[src/rtl/enum_type.sv]
`default_nettype none
// enum_type: command and arbiter encodings plus button/pending indices for tetris_input_ctrl.
// Revision: 1.0
package enum_type;

  typedef enum logic [2:0] {
    NONE   = 3'd0,
    LEFT   = 3'd1,
    RIGHT  = 3'd2,
    DOWN   = 3'd3,
    ROTATE = 3'd4,
    DROP   = 3'd5,
    HOLD   = 3'd6
  } state_type;

  typedef enum logic [1:0] {
    ARB_IDLE  = 2'd0,
    ARB_ISSUE = 2'd1,
    ARB_GAP   = 2'd2
  } arb_state_t;

  localparam int unsigned NUM_BTN    = 5;
  localparam int unsigned BTN_LEFT   = 0;
  localparam int unsigned BTN_RIGHT  = 1;
  localparam int unsigned BTN_ROTATE = 2;
  localparam int unsigned BTN_DROP   = 3;
  localparam int unsigned BTN_HOLD   = 4;

  // Pending bits are ordered so that a higher index wins arbitration.
  localparam int unsigned NUM_PEND    = 6;
  localparam int unsigned PEND_DOWN   = 0;
  localparam int unsigned PEND_RIGHT  = 1;
  localparam int unsigned PEND_LEFT   = 2;
  localparam int unsigned PEND_ROTATE = 3;
  localparam int unsigned PEND_DROP   = 4;
  localparam int unsigned PEND_HOLD   = 5;

  function automatic state_type pend_cmd(input int unsigned idx);
    case (idx)
      PEND_HOLD:   pend_cmd = HOLD;
      PEND_DROP:   pend_cmd = DROP;
      PEND_ROTATE: pend_cmd = ROTATE;
      PEND_LEFT:   pend_cmd = LEFT;
      PEND_RIGHT:  pend_cmd = RIGHT;
      PEND_DOWN:   pend_cmd = DOWN;
      default:     pend_cmd = NONE;
    endcase
  endfunction

endpackage
`default_nettype wire

[src/rtl/btn_debounce.sv]
`default_nettype none
// btn_debounce: 2-FF synchroniser plus counter debouncer; press pulses on the edge the level rises.
// Revision: 1.0
module btn_debounce #(
  parameter int unsigned DEB_CYCLES = 1000000
) (
  input  logic clk,
  input  logic reset,
  input  logic raw,
  output logic level,
  output logic press
);

  localparam int unsigned CW = (DEB_CYCLES > 1) ? $clog2(DEB_CYCLES) : 1;
  localparam logic [CW-1:0] CNT_LAST = CW'(DEB_CYCLES - 1);

  logic          sync1;
  logic          sync2;
  logic [CW-1:0] cnt;
  logic          flip;

  assign flip  = (sync2 != level) && (cnt == CNT_LAST);
  assign press = flip && sync2;

  always_ff @(posedge clk) begin
    if (reset) begin
      sync1 <= 1'b0;
      sync2 <= 1'b0;
      level <= 1'b0;
      cnt   <= '0;
    end else begin
      sync1 <= raw;
      sync2 <= sync1;
      if ((sync2 == level) || flip) begin
        cnt <= '0;
      end else begin
        cnt <= cnt + 1'b1;
      end
      if (flip) begin
        level <= sync2;
      end
    end
  end

endmodule
`default_nettype wire

[src/rtl/tetris_input_ctrl.sv]
`default_nettype none
// tetris_input_ctrl: buttons + gravity -> one-cycle commands under a ready handshake.
// Optional macro TETRIS_AUTOREPEAT_EN enables LEFT/RIGHT auto-repeat. Revision: 1.0
module tetris_input_ctrl
  import enum_type::*;
#(
  parameter int unsigned DEB_CYCLES  = 1000000,
  parameter int unsigned DAS_CYCLES  = 20000000,
  parameter int unsigned ARR_CYCLES  = 5000000,
  parameter int unsigned GRAV_CYCLES = 50000000,
  parameter int unsigned GRAV_STEP   = 3000000,
  parameter int unsigned GRAV_MIN    = 5000000
) (
  input  logic            clk,
  input  logic            reset,
  input  logic [4:0]      btn,
  input  logic [3:0]      level,
  input  logic            pause,
  input  logic            ctrl_ready,
  output state_type       ctrl,
  output logic            gravity_tick
);

  logic [NUM_BTN-1:0]  btn_level;
  logic [NUM_BTN-1:0]  btn_press;
  logic                rep_left;
  logic                rep_right;
  logic                unused_sig;

  for (genvar i = 0; i < NUM_BTN; i++) begin : g_btn
    btn_debounce #(.DEB_CYCLES(DEB_CYCLES)) u_deb (
      .clk   (clk),
      .reset (reset),
      .raw   (btn[i]),
      .level (btn_level[i]),
      .press (btn_press[i])
    );
  end

`ifdef TETRIS_AUTOREPEAT_EN
  localparam int unsigned RW = $clog2(DAS_CYCLES + 1);
  logic [1:0] rep_fire;

  // Counter reloads to DAS-ARR after each repeat so later repeats land every ARR cycles.
  for (genvar i = 0; i < 2; i++) begin : g_rep
    logic [RW-1:0] rep_cnt;
    assign rep_fire[i] = btn_level[i] && (rep_cnt == RW'(DAS_CYCLES - 1));
    always_ff @(posedge clk) begin
      if (reset || !btn_level[i]) begin
        rep_cnt <= '0;
      end else if (rep_fire[i]) begin
        rep_cnt <= RW'(DAS_CYCLES - ARR_CYCLES);
      end else begin
        rep_cnt <= rep_cnt + 1'b1;
      end
    end
  end

  assign rep_left   = rep_fire[BTN_LEFT];
  assign rep_right  = rep_fire[BTN_RIGHT];
  assign unused_sig = ^btn_level[NUM_BTN-1:2];
`else
  assign rep_left   = 1'b0;
  assign rep_right  = 1'b0;
  assign unused_sig = ^{btn_level, DAS_CYCLES, ARR_CYCLES};
`endif

  logic [31:0] lvl_step;
  logic [31:0] grav_period;
  logic [31:0] grav_cnt;
  logic        grav_fire;

  // A level*step larger than GRAV_CYCLES would go negative, so it clamps too.
  always_comb begin
    lvl_step = 32'(level) * GRAV_STEP;
    if ((lvl_step > GRAV_CYCLES) || ((GRAV_CYCLES - lvl_step) < GRAV_MIN)) begin
      grav_period = GRAV_MIN;
    end else begin
      grav_period = GRAV_CYCLES - lvl_step;
    end
  end

  assign grav_fire = !pause && (grav_cnt >= (grav_period - 32'd1));

  arb_state_t          arb;
  logic [NUM_PEND-1:0] pend;
  logic [NUM_PEND-1:0] grant;
  logic [NUM_PEND-1:0] evt;
  logic [NUM_PEND-1:0] pend_n;
  state_type           grant_cmd;

  always_comb begin
    grant     = '0;
    grant_cmd = NONE;
    if ((arb == ARB_IDLE) && !pause && ctrl_ready) begin
      for (int i = NUM_PEND - 1; i >= 0; i--) begin
        if (pend[i] && (grant == '0)) begin
          grant[i]  = 1'b1;
          grant_cmd = pend_cmd(i);
        end
      end
    end
  end

  always_comb begin
    evt              = '0;
    evt[PEND_HOLD]   = btn_press[BTN_HOLD];
    evt[PEND_DROP]   = btn_press[BTN_DROP];
    evt[PEND_ROTATE] = btn_press[BTN_ROTATE];
    evt[PEND_LEFT]   = btn_press[BTN_LEFT] || rep_left;
    evt[PEND_RIGHT]  = btn_press[BTN_RIGHT] || rep_right;
    evt[PEND_DOWN]   = grav_fire;
    // Event OR'd after the grant clear, so a same-cycle re-arrival stays pending.
    pend_n = (pend & ~grant) | evt;
    if (pause) begin
      pend_n[PEND_DOWN] = 1'b0;
    end
  end

  always_ff @(posedge clk) begin
    if (reset) begin
      pend <= '0;
    end else begin
      pend <= pend_n;
    end
  end

  always_ff @(posedge clk) begin
    if (reset) begin
      grav_cnt     <= '0;
      gravity_tick <= 1'b0;
    end else begin
      gravity_tick <= grav_fire;
      if (grav_fire || grant[PEND_DOWN] || grant[PEND_DROP]) begin
        grav_cnt <= '0;
      end else if (!pause) begin
        grav_cnt <= grav_cnt + 32'd1;
      end
    end
  end

  always_ff @(posedge clk) begin
    if (reset) begin
      arb  <= ARB_IDLE;
      ctrl <= NONE;
    end else begin
      case (arb)
        ARB_IDLE: begin
          if (grant != '0) begin
            ctrl <= grant_cmd;
            arb  <= ARB_ISSUE;
          end else begin
            ctrl <= NONE;
          end
        end
        ARB_ISSUE: begin
          ctrl <= NONE;
          arb  <= ARB_GAP;
        end
        ARB_GAP: begin
          ctrl <= NONE;
          arb  <= ARB_IDLE;
        end
        default: begin
          ctrl <= NONE;
          arb  <= ARB_IDLE;
        end
      endcase
    end
  end

endmodule
`default_nettype wire

[config.mk]
export PLATFORM = sky130hd
export DESIGN_NAME = tetris_input_ctrl
export DESIGN_NICKNAME = d
export VERILOG_FILES = /design/src/rtl/enum_type.sv /design/src/rtl/btn_debounce.sv /design/src/rtl/tetris_input_ctrl.sv
export SDC_FILE = /design/constraint.sdc
export NUM_CORES = 1
export LEC_CHECK = 0
export CORE_MARGIN = 4
export CORE_UTILIZATION = 40
export DETAILED_ROUTE_END_ITERATION = 8
export GPL_TIMING_DRIVEN = 0
export PLACE_DENSITY = 0.67
export SLEW_MARGIN = 30
export SYNTH_ARGS = -nofsm -noshare
export SYNTH_HDL_FRONTEND = slang
export SYNTH_SLANG_ARGS = --single-unit
[constraint.sdc]
create_clock -name clk -period 9 [get_ports clk]
set_input_delay 2.7 -clock clk [delete_from_list [all_inputs] [get_ports clk]]
set_output_delay 2.7 -clock clk [all_outputs]
set_load 0.05 [all_outputs]
-- Yosys cells after proc, flatten, opt, wreduce, memory -nomap -nowiden
Cells that the tools add are included.
- memories kept: 0
- register bits: 159
- bits of input ports: 13
- output and inout bits: 4
- logic and storage cells: 126
- bits in writable memories: 0
- ROM bits: 0
- latch bits: 0
- eq/ne operators: 17
- add/sub/neg operators: 8
- bitwise operators: 7
- reduce and logical (&&, ||, !) cells: 42
- divide/modulo/power cells: 0
- multiply operators: 1
- order comparisons: 3
- mux-type cells: 21
- shift operators: 0
- operator list (kind ; number):
    $add A20 B1 Y20 const B ; 5
    $eq A20 B20 Y1 const B ; 5
    $add A32 B1 Y32 const B ; 1
    $ge A32 B32 Y1 ; 1
    $lt A32 B23 Y1 const B ; 1
    $mux W32 ; 1
    $sub A32 B1 Y32 const B ; 1
    $sub A26 B26 Y27 const A ; 1
    $gt A26 B26 Y1 const B ; 1
    $mul A4 B16 Y20 const B ; 1
    $logic_and A1 B1 Y1 ; 18
    $reduce_or A2 Y1 ; 7
    $mux W1 ; 11
    $mux W3 ; 3
    $logic_or A1 B1 Y1 ; 8
    $mux W2 ; 4
    $reduce_or A7 Y1 ; 1
    $and A6 B6 Y6 ; 1
    $mux W6 ; 1
    $not A6 Y6 ; 1
    $or A6 B6 Y6 ; 1
    $reduce_bool A6 Y1 ; 1
    $eq A1 B1 Y1 ; 5
    $logic_not A5 Y1 ; 1
    other kinds (10) ; 18

-- Longest topological paths before layout
Gate-level depths: netlist of the first run.
- word-level depth: 27
- gate-level depth with buffers: 34
- depth with buffers taken out: 32

-- Hierarchy
Synthesis of the first run repeated with hierarchy kept, for this count alone.
- cells, all modules: 1180
- area, all modules: 9950.8 um^2
- modules (own cells, without submodules) (module ; area an instance (um^2) ; seq. area each (um^2) ; times used ; cells each):
    btn_debounce ; 1032.2 ; 460.4 ; 5 ; 116
    tetris_input_ctrl ; 4789.6 ; 880.8 ; 1 ; 600

-- Worst setup path after synthesis of the first run
No wires, ideal clock.
- path type: input to register
- from: input level[2]
- to: register grav_cnt[25]
- setup time: 0.114 ns
- data required time: 8.886 ns
- setup slack: -0.288 ns
- arrival time: 9.173 ns
- stages: 33
- path buffers: 1
- path through: inv_1 ha_1 xnor2_1 ha_1 or2_2 ha_1 or3_4 o22ai_2 mux2i_1 nor2_4 nor3_1 nor2_1 o32ai_1 o21ai_1 o21a_1 clkbuf_1 o22ai_1 ha_1 nand3_1 or4_4 o31ai_1 o211ai_1 ha_1 a21o_1 a21oi_1 nor2b_1 o21ai_0 nand2b_1 a21oi_1 nor2b_1 o21ai_0 o211ai_1 a2111oi_0
- cells in the longest elaborated chain, start to end: 11
- elaborated cells on any way between the ends: 12
- those cells by class: add/sub (2); mul (1); order compare (3); mux (1); reduce/logical (5)
- ends and longest elaborated chain (item ; RTL line ; text):
    start: declaration ; tetris_input_ctrl.sv:17 ; input logic [3:0] level,
    $mul A4 B16 Y20 * ; tetris_input_ctrl.sv:75 ; lvl_step = 32'(level) * GRAV_STEP;
    $sub A26 B26 Y27 ; tetris_input_ctrl.sv:76, tetris_input_ctrl.sv:79 ;
    $lt A32 B23 Y1 ; tetris_input_ctrl.sv:76 ; if ((lvl_step > GRAV_CYCLES) || ((GRAV_CYCLES - lvl_step) < GRAV_MIN)) begin
    $logic_or A1 B1 Y1 ; tetris_input_ctrl.sv:76 ;
    $mux W32 * ; tetris_input_ctrl.sv:76 ;
    $sub A32 B1 Y32 * ; tetris_input_ctrl.sv:83 ; assign grav_fire = !pause && (grav_cnt >= (grav_period - 32'd1));
    $ge A32 B32 Y1 * ; tetris_input_ctrl.sv:83 ;
    $logic_and A1 B1 Y1 * ; tetris_input_ctrl.sv:83 ;
    $logic_or A1 B1 Y1 * (2 in a row) ; tetris_input_ctrl.sv:134 ; if (grav_fire || grant[PEND_DOWN] || grant[PEND_DROP]) begin
    $reduce_or A2 Y1 (no source line) * ; - ;
    end signal: assignment ; tetris_input_ctrl.sv:137 ; grav_cnt <= grav_cnt + 32'd1;
    end: declaration ; tetris_input_ctrl.sv:70 ; logic [31:0] grav_cnt;
Mark *: on every way between the ends. The rest lies on a longest branch, timed or not.
A chain may end at the register's enable or synchronous reset.

-- Worst setup path after layout of the first run
- from: input level[1]
- to: register grav_cnt[25]
The elaborated chain is that of the path after synthesis.

==> results.yml, run 1 <==
pwr:
  leakagePower_nw: 4.275
  pwr_density_cell_mw_per_mm2: 189.8
  report.power.total_w: 0.002245
  peakVddDrop_mv: 0.1319
cts:
  cts_made_buffers: 17
  clockRootBuffer: "clkbuf_16"
  path_clk_slew_ns: 0.06
  ctsHtreeMaxLevel: 4
  max-clock-path-buffers: 2
  cts_tree: "done"
  cts.sink_count: 159
  cts_hold_repair.buffers: 0
  clock_insertion_delay_worst_skew_ns: 0.43
final_layout:
  mostFrequentLayoutCells: "dfxtp_1 (159), nor2_1 (158), nand2_1 (94)"
  fillerInstances: 2175
  mostFrequentLayoutCell: "dfxtp_1"
  multiInputGateArea_sq_mm: 0.006848
  ff_latch_area_sq_mm: 0.003183
  insertedDiodeCount: 0
  post_route_cells_drive_above_1_share_pct: 14.16
  nNetsFinal: 1343
  area.growth.synth_to_final_pct: 21.06
synth:
  synth_top_cell_by_area: "dfxtp_1"
  synth_flop_cell: "dfxtp_1"
  postSynthRegisterBits: 159
  synth-adder-area-share_pct: 8.659
  synth_top_family_by_area: "simple AND/OR/NAND/NOR gates"
  synth-xor-area-share_pct: 14.47
  synth_edf_count: 0
  synth.area.mux_share_pct: 0.8198
  synth_sequential_area_ratio_pct: 32.59
  cell_types_with_the_largest_area_share_after_synthesis: "dfxtp_1 (33%), xnor2_1 (8.2%), ha_1 (7.9%)"
  avgSynthCellArea_sq_um: 8.209
  synthDistinctLibCells: 81
  synth-async-reset-ratio_pct: 0
  synth_largest_type_area_fraction_pct: 32.59
  ys_warn_count: 0
  synth_fp_nets: 1268
  post_synth_instance_area_sq_mm: 0.009768
  synth_simple_gate_area_share_pct: 27.30
  synth_compound_area_share_pct: 13.35
  synthCells: 1190
flow_run:
  maxCapViolations: 0
sta:
  worst_clock_skew_ns: 0.009283
  fin_crit_ns: 8.838
  finalHoldViolCount: 0
  setup_viol: 0
  slew_headroom_pct: 55.23
  worstMarginPinSlew_ns: 0.6631
  final_max_slew_viol_count: 0
  timing.fmax_ghz: 0.1132
  fin_setup_tns_ns: 0
  min_period_over_period_pct: 98.20
  postLayoutSetupSlackWorst_ns: 0.1622
floorplan:
  num_rows: 56
  initial_core_util_pct: 41.12
  floorplan.die_area_sq_mm: 0.02698
  coreArea_sq_mm: 0.02375
  die_w_um: 164.3
  chipHeight_um: 164.3
  design.portCount: 17
grt:
  grt_antenna_before_repair: 0
  grt_first_pass_wirelength_um: 35540
  grt_start_max_net_pins: 17
  globalRouteOverflowTotal: 0
  grt_pass1_vias: 7748
  grt_util_all_layers_pct: 15.66
routing:
  totalWireLength_um: 21580
  post-route-drc-count: 0
  residual_antenna_violating_net_count_after_detailed_routing: 0
  route.detailed.vias_per_inst: 5.310
  routed_wire_length_per_instance_um: 13.51
  drtIter0Drc: 553
  first_pass_iters: 5
  number_of_vias_in_the_routed_layout: 8480
min_path:
  min_delay_worst_endpoint: "arb[1]$_SDFFE_PP0P_"
  hp-class: "flop to flop"
  hp-start: "arb[1]$_SDFFE_PP0P_"
  worst_hold_path_stage_count: 1
outcome:
  status: "finished clean"
placement:
  dpl_wire_length_um: 14880
  numPortBuffers: 16
  placement.setup.worst_slack_ns: -1.873
  gp_routability_congestion: 0.8192
setup_path:
  timing.rr.end: "grav_cnt[25]$_SDFFE_PP0N_"
  cp_slowest_stage_delay_ns: 0.52
  critPathKind: "input port to flop"
  ff2ff_path_depth: 12
  startpoint_types: "input port"
  critPathSlowestCell: "fa_1"
  arrival_worst_endpoint_ns: 9.16
  worstSetupEndpointType: "flop"
  reg2reg_start: "grav_cnt[5]$_SDFFE_PP0N_"
  worst-endpoint-required_ns: 9.32
  worstPathMaxFanout: 10
  r2r_slack_ns: 6.21
[layer usage]
metal  global-route usage (%)  share of wire (%)
met2                    24.81                 45
met3                    2.936                3.2
met5                        0                  0
met1                    21.81                 50
met4                    4.346                1.3
[where the power goes]
part	internal, W	switching [W]	total, W
registers	0.000707	0.00000254	0.000710
logic	0.000375	0.000469	0.000844
clock network	0.000386	0.000304	0.000691
[layout make-up]
cell class / count / share of cell area (%)
multi-input cells: 961 / 57.91
flip-flops and latches: 159 / 26.92
repair buffers: 58 / 4.370
clock buffers: 19 / 3.661
well taps: 319 / 3.375
plain buffers: 39 / 1.756
clock inverters: 13 / 1.090
inverters: 29 / 0.9205
[flip-flops by register name (all words and copies together) (netlist names)]
name               flops
g_btn.u_deb.cnt      100
grav_cnt              32
pend                   6
g_btn.u_deb.level      5
g_btn.u_deb.sync1      5
g_btn.u_deb.sync2      5
ctrl                   3
arb                    2
gravity_tick           1
[per-stage QoR]
| step | cells | area (sq um) | util, % | hold slack (ns) |
|---|---|---|---|---|
| finish | 1597 | 11830 | 49.78 | 0.4165 |
| global route | 1597 | 11830 | 49.78 | 0.4410 |
| CTS | 1582 | 11470 | 48.30 | 0.4192 |
| detailed placement | 1525 | 10410 | 43.81 | 0.4099 |
| global placement | 1525 | 10410 | 43.81 | 0.3971 |
| floorplan | 1190 | 9846 | - | 0.3901 |
[cells by family (layout without fill, tap and decap cells)]
kind of cell,count (synthesis),after routing
simple gates,526,526
compound gates,203,203
buf+inv,70,158
mux,8,8
flops,159,159
fa+ha+maj,66,66
xor+xnor,158,158
[Yosys cell counts, drive strengths merged (11+ instances only)]
| master | instances |
|---|---|
| nor2 | 162 |
| dfxtp | 159 |
| nand2 | 95 |
| xnor2 | 93 |
| a21oi | 75 |
| xor2 | 65 |
| ha | 62 |
| nand3 | 61 |
| o21ai | 48 |
| and3 | 43 |
| clkbuf | 35 |
| inv | 29 |
| nor2b | 25 |
| or3 | 25 |
| nand4 | 22 |
| nor3 | 17 |
| nor4 | 13 |
| o211ai | 13 |
| nand2b | 11 |
[critical path, delay by kind of cell]
kind	cells	cell delay [ns]
simple gates	9	1.72
fa+ha+maj	4	1.37
xor+xnor	1	0.17
buf+inv	3	0.57
compound gates	14	2.63
[worst max-delay path by stage]
stage	depth (start not counted)	endpoint	slack (ns)	startpoint
floorplan	33	grav_cnt[25]$_SDFFE_PP0N_	0.005	level[2]
global placement	35	grav_cnt[4]$_SDFFE_PP0N_	-1.84	level[2]
detailed placement	35	grav_cnt[1]$_SDFFE_PP0N_	-1.87	level[2]
CTS	34	grav_cnt[25]$_SDFFE_PP0N_	0.02	level[2]
global route	31	grav_cnt[25]$_SDFFE_PP0N_	-0.15	level[1]
finish	31	grav_cnt[25]$_SDFFE_PP0N_	0.16	level[1]
[timing repair]
action / 4_1_cts / 5_1_grt
setup endpoints to repair: 34 / 34
setup buffers: 27 / 13
resized for setup: 80 / 61
pin swaps: 21 / 27
gates cloned: 0 / 2
No activity file was read; power rests on OpenSTA's default activity.
==> inputs of run 2 (changes only) <==
--- a/config.mk
+++ b/config.mk
@@ -6,10 +6,11 @@
 export NUM_CORES = 1
 export LEC_CHECK = 0
 export CORE_MARGIN = 4
-export CORE_UTILIZATION = 40
+export CORE_UTILIZATION = 45
 export DETAILED_ROUTE_END_ITERATION = 8
 export GPL_TIMING_DRIVEN = 0
-export PLACE_DENSITY = 0.67
+export MAX_ROUTING_LAYER = met4
+export PLACE_DENSITY = 0.73
 export SLEW_MARGIN = 30
 export SYNTH_ARGS = -nofsm -noshare
 export SYNTH_HDL_FRONTEND = slang
==> results.yml, run 2 (synthesis results as in run 1) <==
outcome:
  status: "finished clean"
final_layout:
  mostFrequentLayoutCell: "dfxtp_1"
  mostFrequentLayoutCells: "dfxtp_1 (159), nor2_1 (158), nand2_1 (94)"
  area.growth.synth_to_final_pct: 22.16
  insertedDiodeCount: 0
  post_route_cells_drive_above_1_share_pct: 15.53
  number_of_cells_in_the_finished_layout_apart_from_fillers: 1556
  largest_registers: "g_btn.u_deb.cnt (100), grav_cnt (32), pend (6)"
  largest_reg_flops: 100
  nNetsFinal: 1347
  top_register: "g_btn.u_deb.cnt"
placement:
  gp_routability_congestion: 0.8373
  numPortBuffers: 16
  dp_cells: 1481
  placement.setup.worst_slack_ns: -1.890
  dpl_wire_length_um: 14960
flow_run:
  maxCapViolations: 0
grt:
  grt_first_pass_wirelength_um: 36310
  globalRouteOverflowTotal: 0
  grt_pass1_vias: 7994
  grt_util_all_layers_pct: 17.98
  grt_start_max_net_pins: 17
  grt_antenna_before_repair: 0
routing:
  drtIter0Drc: 590
  totalWireLength_um: 22110
  residual_antenna_violating_net_count_after_detailed_routing: 0
  route.detailed.vias_per_inst: 5.548
  number_of_vias_in_the_routed_layout: 8633
  first_pass_iters: 5
  post-route-drc-count: 0
  routed_wire_length_per_instance_um: 14.21
floorplan:
  die_w_um: 155.3
  coreArea_sq_mm: 0.02115
  initial_core_util_pct: 46.18
  design.portCount: 17
  chipHeight_um: 155.3
  floorplan.die_area_sq_mm: 0.02413
  num_rows: 53
sta:
  final.hold.worst_slack_ns: 0.4196
  setup_viol: 0
  postLayoutSetupSlackWorst_ns: 0.07544
  timing.fmax_ghz: 0.1121
  worstMarginPinSlew_ns: 0.7117
  final_max_slew_viol_count: 0
  fin_crit_ns: 8.925
  finalHoldViolCount: 0
  min_period_over_period_pct: 99.16
  slew_headroom_pct: 51.95
  worst_clock_skew_ns: 0.01240
cts:
  cts_made_buffers: 17
  cts_hold_repair.buffers: 0
  cts.sink_count: 159
  clockRootBuffer: "clkbuf_16"
  ctsHtreeMaxLevel: 4
  cts_tree: "done"
  max-clock-path-buffers: 2
  path_clk_slew_ns: 0.06
  clock_insertion_delay_worst_skew_ns: 0.43
setup_path:
  path_common_cell: "buf_4"
  worst-endpoint-required_ns: 9.32
  arrival_worst_endpoint_ns: 9.24
  cp_slowest_stage_delay_ns: 0.44
  worstPathMaxFanout: 7
  critPathSlowestCell: "or4_4"
  startpoint_types: "input port"
  critPathKind: "input port to flop"
  worstSetupEndpointType: "flop"
pwr:
  leakagePower_nw: 4.322
  pwr_density_cell_mw_per_mm2: 197.4
  peakVddDrop_mv: 0.1173
min_path:
  hp-class: "flop to flop"
==> run 2: changes by cell type in the layout (fill, tap and decap cells not counted), sizes merged <==
cell	change
buf	+6
inv	-5
bufinv	+1
clkbuf	+1
clkinv	+1
clkinvlp	-1
==> run 2: layout make-up <==
cell class / count / area (sq um)
plain buffers: 38 / 188.9
inverters: 29 / 112.6
clock inverters: 9 / 107.6
multi-input cells: 961 / 6985
flip-flops and latches: 159 / 3183
clock buffers: 22 / 474.2
well taps: 275 / 344.1
fillers: 1813 / 9221
repair buffers: 63 / 536.8
==> run 2: through the flow <==
step                utilization [%]  power [W]  cell area, sq um    TNS [ns]
detailed placement            48.93   0.001353             10350      -62.63
finish                        56.41   0.002356             11930           0
CTS                           53.56   0.002175             11330  -0.0001705
global route                  56.41   0.002470             11930      -3.700
floorplan                         -   0.001228              9846           0
global placement              48.93   0.001341             10350      -57.92
==> run 2: report_power, final <==
part	internal [W]	leakage (nW)	total [W]	switching, W
registers	0.000707	1.28	0.000710	0.00000253
logic	0.000420	2.76	0.000935	0.000515
clock network	0.000429	0.283	0.000711	0.000282
total	0.00156	4.32	0.00236	0.000799
==> run 2: worst paths after layout <==
path                             from                      end  slack, ns  cells after the start
max reg2reg  grav_cnt[3]$_SDFFE_PP0N_  gravity_tick$_SDFF_PP0_       6.27                     13
max                          level[1]  gravity_tick$_SDFF_PP0_       0.08                     35
min reg2reg       arb[1]$_SDFFE_PP0P_      arb[1]$_SDFFE_PP0P_       0.42                      1
min               arb[1]$_SDFFE_PP0P_      arb[1]$_SDFFE_PP0P_       0.42                      1
==> run 2: what timing repair did <==
action,CTS,global route
resized for setup,74,75
pin swaps,14,31
setup endpoints to repair,34,34
buffers inserted,16,31
==> run 2: layer usage <==
metal,GRT usage [%],vias to the layer above,part of all wire [%]
li1,-,4331,-
met1,23.32,4127,47
met2,28.91,149,48
met3,3.477,26,3.9
met4,4.710,0,1.1
met5,-,-,0
==> run 2: worst max-delay path: cells and delay by family <==
family / cells / cell delay (ns)
buffers and inverters: 5 / 0.90
xor gates and xnor gates: 1 / 0.17
AOI/OAI and AO/OA: 14 / 2.58
and+or+nand+nor: 10 / 1.75
adders and majority gates: 5 / 1.11
